## src/rtl/fifo_real.sv

```systemverilog
// Synchronous FIFO for fixed-point real samples; each sample is re-aligned from the in format to the out format on entry.
// Optional sticky overflow/underflow status ports are enabled by defining FIFO_REAL_STATUS_EN.
module fifo_real #(
    parameter int  DEPTH     = 8,
    parameter real init      = 0.0,
    parameter int  in_width  = 16,
    parameter int  in_frac   = 8,
    parameter int  out_width = 16,
    parameter int  out_frac  = 8
) (
    input  logic                     clk,
    input  logic                     rst,
    input  logic [in_width-1:0]      in,
    input  logic                     in_valid,
    output logic                     in_ready,
    output logic [out_width-1:0]     out,
    output logic                     out_valid,
    input  logic                     out_ready,
`ifdef FIFO_REAL_STATUS_EN
    output logic                     overflow,
    output logic                     underflow,
`endif
    output logic [$clog2(DEPTH):0]   count
);

    localparam int AW   = $clog2(DEPTH);
    localparam int SH   = out_frac - in_frac;
    localparam int LSH  = (SH > 0) ? SH : 0;
    localparam int RSH  = (SH < 0) ? -SH : 0;
    localparam int WIDE = (in_width + LSH > out_width) ? (in_width + LSH) : out_width;
    localparam logic [out_width-1:0] INIT_FX = out_width'($rtoi(init * (2.0 ** out_frac)));

    logic [out_width-1:0] mem [DEPTH];
    logic [AW-1:0]        wr_ptr;
    logic [AW-1:0]        rd_ptr;
    logic signed [WIDE-1:0] ext;
    logic [out_width-1:0] aligned;
    logic                 push;
    logic                 pop;

    // Sign-extend, shift to the out binary point (arithmetic right shift truncates toward -inf), then wrap to out_width.
    assign ext     = WIDE'($signed(in));
    assign aligned = out_width'((ext <<< LSH) >>> RSH);

    assign in_ready  = (count != (AW+1)'(DEPTH));
    assign out_valid = (count != '0);
    assign out       = out_valid ? mem[rd_ptr] : INIT_FX;
    assign push      = in_valid && in_ready;
    assign pop       = out_valid && out_ready;

    always_ff @(posedge clk) begin
        if (push && !rst) begin
            mem[wr_ptr] <= aligned;
        end
    end

    always_ff @(posedge clk) begin
        if (rst) begin
            wr_ptr <= '0;
            rd_ptr <= '0;
            count  <= '0;
        end else begin
            if (push) wr_ptr <= wr_ptr + 1'b1;
            if (pop)  rd_ptr <= rd_ptr + 1'b1;
            case ({push, pop})
                2'b10:   count <= count + 1'b1;
                2'b01:   count <= count - 1'b1;
                default: count <= count;
            endcase
        end
    end

`ifdef FIFO_REAL_STATUS_EN
    always_ff @(posedge clk) begin
        if (rst) begin
            overflow  <= 1'b0;
            underflow <= 1'b0;
        end else begin
            if (in_valid && !in_ready)   overflow  <= 1'b1;
            if (out_ready && !out_valid) underflow <= 1'b1;
        end
    end
`endif

endmodule

```

## config.mk

```make
export PLATFORM = sky130hd
export DESIGN_NAME = fifo_real
export DESIGN_NICKNAME = d
export VERILOG_FILES = /design/src/rtl/fifo_real.sv
export SDC_FILE = /design/constraint.sdc
export NUM_CORES = 1
export LEC_CHECK = 0
export CORE_MARGIN = 4
export CORE_UTILIZATION = 52
export CTS_BUF_LIST = sky130_fd_sc_hd__clkbuf_8 sky130_fd_sc_hd__clkbuf_16
export CTS_CLUSTER_DIAMETER = 80
export DETAILED_ROUTE_END_ITERATION = 8
export PLACE_DENSITY = 0.68
export SLEW_MARGIN = 20
export SYNTH_ARGS = -nofsm -noshare
export SYNTH_HDL_FRONTEND = slang
export SYNTH_SLANG_ARGS = --single-unit
```

## constraint.sdc

```tcl
create_clock -name clk -period 5.9 [get_ports clk]
set_input_delay 0.59 -clock clk [delete_from_list [all_inputs] [get_ports clk]]
set_output_delay 0.59 -clock clk [all_outputs]
set_load 0.005 [all_outputs]
```

==> metrics.txt, run 1 <==
R2R Path End=mem[6][6]$_DFFE_PP_; clock tree buffer depth=2; gpl congestion=approximately 0.71; Clock Skews=0.0107 ns; worst hold start=wr_ptr[0]$_SDFFE_PP0P_; Die W=roughly 110 µm; largest net degree at the start of global routing=33; maximum vdd drop=between 0.0002 and 0.00025 V; Pint=between 2 and 2.5 mW; count of pins over their slew limit=0; unrepaired setup endpoints after global routing=no; dpl cell area=slightly above 6000 µm²; dpl ws=~3.0 ns; die area=between 10000 and 15000 µm²; post-CTS setup buffer count=0; Die Height=around 110 µm; Min-Delay Endpoint=wr_ptr[0]$_SDFFE_PP0P_; std cell rows=37; sequential cell fraction of total power=0.418; worst-margin pin slew=around 1.0 ns; Hold Buf Count CTS=0; Reg2Reg Depth=5; hpwl dp=approximately 6000 µm; # DRC=0; Clock power frac=0.357; starting density of the core=0.535; TNS Setup=0 ns; fmax=308 MHz; Final min period=approximately 3.2 ns; WL/cell=20.7 µm; number of I/O pins=between 40 and 50; Sw Share=0.247; gr usage total=0.172; fin crit share=0.550; Synthesized Nets=305; reg2reg start=count[1]$_SDFFE_PP0P_; Port Buffers=just over 40; WS Path Type=reg2out; Filler cells=736; Pwr Density=420 nW/µm²; root buf cell=clkbuf_8; first drt pass iteration count=4; WL final=around 10000 µm; outcome=complete, no violations; nature of the critical path endpoint=primary output; H-tree depth=4; Non-Filler Instances=approximately 480; Seq/Total Area, Yosys=0.739; final hold vios=0; Critical Path RT=5.31 ns; Cells after Synth=280; WP data arrival=2.65 ns; Ys Warns=0; Worst slew margin=0.313; register-to-register setup slack=between 3 and 4 ns; n_diodes=0; vias in the first global route=between 2000 and 3000; GRT overflow=0; Hold Path Class=reg2reg; FF+latch count, synth=141; clk sink count=approximately 140; sw power=0.697 mW; setup ws final=2.66 ns; Hold Path Depth=2; startpoint types=flip-flop; CTS Buf Count=17; placed cells=450; share of cells above drive strength 1=0.243; Nets=roughly 360; global-route wire length before repair=between 15000 and 20000 µm; initial antenna violation count=0; vias per cell=around 5.6; Via Count=~2700; Pwr Total=2.83 mW; Final Instance Area=approximately 6700 µm²; Static Leak=about 2.2 nW; post-route ant nets=0; Gate power share=0.225; Reg clk slew, reported paths=~0.05 ns; core area=approximately 10000 µm²; syn_area_per_cell=between 15 and 20 µm²; maximum fanout along the worst path=32; synthesized area=around 5600 µm²; CTS tree=built; post-layout util=0.649; synth unique cells=34; post-CTS sizing=0; Clock Latency Late Sink=roughly 0.5 ns; Setup-failing EPs final=0; hold_ws=slightly above 0.5 ns; MaxCap Viol Count=0; synthesis-to-layout area growth=21.2%; Iter 0 DRT Violations=~180
==> worst max-delay path by stage <==
stage	startpoint	to	slack, ns
detailed placement	rst	mem[4][1]$_DFFE_PP_	2.98
finish	flip-flop	out[0]	2.66
floorplan	count[0]$_SDFFE_PP0P_	mem[0][0]$_DFFE_PP_	3.22
CTS	flip-flop	out[0]	2.55
global route	flip-flop	out[0]	2.47
global placement	rst	mem[7][12]$_DFFE_PP_	3.04
==> cell usage after synthesis (all sizes together) <==
cell type    instances  area share
nand3b               1      0.0014
xor2                 4      0.0063
mux4                32        0.13
nor3                 4      0.0036
nor4bb               1      0.0018
nor4b                1      0.0016
buf                 12       0.014
or3                  1      0.0011
xnor2                1      0.0029
ha                   5       0.011
nor2b                1      0.0011
dfxtp               13       0.047
dlygate4sd1          1      0.0016
a21oi                4      0.0036
and2                 1      0.0016
or2                  2      0.0023
or4b                 1      0.0018
edfxtp             128        0.69
clkbuf               2      0.0014
o21ai                3      0.0027
a211o                1      0.0016
nand2                5      0.0047
nor4                 1      0.0038
inv                  1     0.00068
nand3                5      0.0045
mux2i               19       0.034
nor2                28       0.019
nand2b               1      0.0011
nand4b               1      0.0016
==> critical path: stages, from the launching register on <==
cell and delay, ns:
dfxtp_2 0.31, buf_4 0.51, mux4_2 0.60, mux2i_1 0.22, nor2_1 0.06, clkdlybuf4s50_1 0.45
==> power by group through the flow <==
stage	Clock, mW	Combinational [mW]	Sequential (mW)
6_report	1.01	0.636	1.18
5_1_grt	1.08	0.696	1.19
4_1_cts	1.02	0.652	1.18
3_5_place_dp	0	0.649	1.20
3_3_place_gp	0	0.643	1.20
2_1_floorplan	0	0.407	1.18
==> cells by family (layout without fill, tap and decap cells) <==
kind of cell / count (synthesis) / in the layout / synth area share
xor gates and xnor gates: 5 / 5 / 0.00924
AOI/OAI and AO/OA: 8 / 8 / 0.00789
adders and majority gates: 5 / 5 / 0.0113
buffers and inverters: 16 / 82 / 0.0171
DFF: 141 / 141 / 0.739
muxes: 51 / 51 / 0.164
and+or+nand+nor: 54 / 54 / 0.0509
==> registers in the layout, summed over array words and instances (netlist names), named ones only <==
register and count:
mem 128, count 4, rd_ptr 3, wr_ptr 3
==> metal layers <==
metal	share of wire	track usage	vias to the layer above	wire, µm
li1	-	-	1223	-
met1	0.45	0.230	1432	4460
met2	0.51	0.276	56	5040
met3	0.034	0.0437	12	341
met4	0.013	0.0641	0	129
met5	0	0	-	0
==> layout make-up <==
cell class | instances | area [µm²] | area share
Tap cell | 136 | 170 | 0.0253
Inverter | 1 | 3.75 | 0.000558
Sequential cell | 141 | 4110 | 0.611
Multi-Input combinational cell | 123 | 1380 | 0.206
Timing Repair Buffer | 49 | 470 | 0.0699
Clock inverter | 9 | 50.0 | 0.00744
Clock buffer | 23 | 542 | 0.0805
==> cells in the final DEF, fill, tap and decap left out <==
master and instances:
nand2b_1 1, xnor2_2 1, nor3_4 2, inv_4 3
nor2b_1 1, o21ai_0 2, or3_1 1, a211o_1 1
nand2_1 4, edfxtp_1 128, nor4bb_1 1, nand3_1 5
inv_2 1, clkbuf_8 3, nand2_4 1, dfxtp_2 3
xor2_1 4, clkdlybuf4s50_1 41, clkbuf_16 20, nand4b_1 1
o21ai_1 1, nor3_2 2, inv_1 2, or2_2 2
nor4_4 1, a21oi_1 4, ha_1 5, mux4_2 32
or4b_1 1, nor2_1 28, nor4b_1 1, and2_4 1
clkinv_2 3, mux2i_1 19, dfxtp_1 10, buf_4 8
nand3b_1 1, clkinv_4 1
Power figures use the tool's default switching activity.
==> run 2: changes to the inputs <==
Clock period 5.9 ns to 3.2 ns, I/O delays scaled along.
==> metrics.txt, run 2 (synthesized netlist as in run 1, its figures left out) <==
outcome=complete, no violations; Clock Skews=0.00978 ns (-0.000888 ns); Critical Path RT=2.88 ns (-2.43 ns); CTS Buf Count=17 (unchanged); Reg clk slew, reported paths=0.06 ns (about the same); share of cells above drive strength 1=0.259 (+0.0164); post-route ant nets=0 (unchanged); Via Count=2772 (+1.8%); hpwl dp=6070 µm (+1.2%); maximum fanout along the worst path=10 (-69%); max FFs per register=128 (unchanged); std cell rows=37 (unchanged); first drt pass iteration count=4 (unchanged); R2R Path End=count[2]$_SDFFE_PP0P_; Worst path top cell family by delay=buffers and inverters; Final Instance Area=6800 µm² (+1.1%); Pwr Total=5.27 mW (+86%); Hold Buf Count CTS=0 (unchanged); WL final=10100 µm (+1.1%); worst-margin pin slew=0.619 ns (-0.408 ns); vias per cell=5.65 (about the same); CTS tree=built; Iter 0 DRT Violations=141 (-21%); Clock Latency Late Sink=0.52 ns (about the same); maximum vdd drop=0.000514 V (+130%); Reg2Reg Depth=9 (+4); H-tree depth=4 (unchanged); WS Path Type=reg2out; final hold vios=0 (unchanged); die area=12400 µm² (unchanged); CP Depth=5 (unchanged); most frequent cells in the layout=128 x edfxtp_1, 41 x clkdlybuf4s50_1, 32 x mux4_2; post-CTS setup buffer count=0 (unchanged); reg2reg start=count[1]$_SDFFE_PP0P_; Hold Path Class=reg2reg; synthesis-to-layout area growth=22.5%; Final min period=about 2.9 ns; Worst slew margin=0.586 (+0.273); largest net degree at the start of global routing=33 (unchanged); Nets=367 (+2.5%); CP endpoint=out[5]; Largest Register=mem; core area=10400 µm² (unchanged); fin crit share=0.894; gpl congestion=0.716 (+0.90%); global-route wire length before repair=16400 µm (+2.9%); WP data arrival=2.54 ns (-0.11 ns); vias in the first global route=2962 (+2.0%); slowest CP cell=dfxtp_2; MaxCap Viol Count=0 (unchanged); peak per-stage delay on the critical path=0.56 ns (-0.04 ns); Die W=111 µm (unchanged); worst path cell trace=buf_4 -> mux4_2 -> mux2i_1 -> nor2_1 -> clkdlybuf4s50_1; register-to-register setup slack=0.67 ns (-2.62 ns); Filler cells=726 (-1.4%); initial antenna violation count=0 (unchanged); gr usage total=0.177 (+0.00524); root buf cell=clkbuf_8; WL/cell=20.6 µm (-0.72%); Pwr Density=774 nW/µm² (+84%); clk sink count=141 (unchanged); count of pins over their slew limit=0 (unchanged); fmax=350 MHz; clock tree buffer depth=2 (unchanged); nature of the critical path endpoint=primary output; startpoint types=flip-flop; n_diodes=0 (unchanged); GRT overflow=0 (unchanged); most common cell after layout, fill and taps aside=edfxtp_1; Crit path buffers/inverters=2 (unchanged); number of I/O pins=42 (unchanged); # DRC=0 (unchanged); Static Leak=2.19 nW (+0.96%); TNS Setup=0 ns (unchanged); Port Buffers=41 (unchanged); Largest regs=mem: 128 flops, count: 4 flops; post-CTS sizing=0 (unchanged); Setup-failing EPs final=0 (unchanged); Die Height=111 µm (unchanged); unrepaired setup endpoints after global routing=no; starting density of the core=0.535 (unchanged); dpl cell area=6230 µm² (+1.5%)
run 2: worst register-to-register path, stage by stage (launching register included):
cell and delay (ns):
dfxtp_1 0.40, or4b_1 0.65, nand2_4 0.14, ha_1 0.26, xor2_1 0.18, ha_1 0.16, a21oi_1 0.05, xor2_1 0.17
or3_1 0.30, a21oi_1 0.14
run 2: per-stage QoR:
stage / setup slack [ns] / utilization / std cells / hold slack, ns
2_1_floorplan: 0.515 / - / 280 / 0.419
3_3_place_gp: 0.756 / 0.600 / 459 / 0.481
3_5_place_dp: 0.679 / 0.600 / 459 / 0.490
4_1_cts: 0.256 / 0.656 / 491 / 0.503
5_1_grt: 0.132 / 0.656 / 491 / 0.529
6_report: 0.339 / 0.656 / 491 / 0.508
run 2: metal layers:
layer  vias to the layer above  part of all wire  track usage
met1                      1448              0.45        0.244
li1                       1251                 -            -
met5                         -                 0            0
met2                        69              0.50        0.279
met3                         4             0.048       0.0524
met4                         0            0.0050       0.0511
run 2: area by class of cell:
| cell class | instances | area (µm²) | area share |
|---|---|---|---|
| clock inverters | 15 | 161 | 0.0237 |
| clock buffers | 17 | 414 | 0.0609 |
| well taps | 136 | 170 | 0.0250 |
| flip-flops and latches | 141 | 4110 | 0.604 |
| multi-input cells | 123 | 1370 | 0.202 |
| inverters | 1 | 3.75 | 0.000552 |
| repair buffers | 58 | 576 | 0.0846 |
run 2: worst min path at each step:
stage	from	endpoint	slack, ns	cells after the start
after floorplan	in[0]	mem[0][0]$_DFFE_PP_	0.42	0
after global placement	wr_ptr[0]$_SDFFE_PP0P_	wr_ptr[0]$_SDFFE_PP0P_	0.48	2
after detailed placement	wr_ptr[0]$_SDFFE_PP0P_	wr_ptr[0]$_SDFFE_PP0P_	0.49	2
after CTS	wr_ptr[0]$_SDFFE_PP0P_	wr_ptr[0]$_SDFFE_PP0P_	0.50	2
after global routing	in[4]	mem[7][4]$_DFFE_PP_	0.53	1
final	wr_ptr[0]$_SDFFE_PP0P_	wr_ptr[0]$_SDFFE_PP0P_	0.51	2
run 2: power by group:
group / internal [mW] / switching (mW) / total, mW / leakage [nW]
Sequential: 2.08 / 0.0873 / 2.17 / 1.26
Clock: 1.12 / 0.765 / 1.89 / 0.274
Combinational: 0.695 / 0.516 / 1.21 / 0.653
Total: 3.90 / 1.37 / 5.27 / 2.19
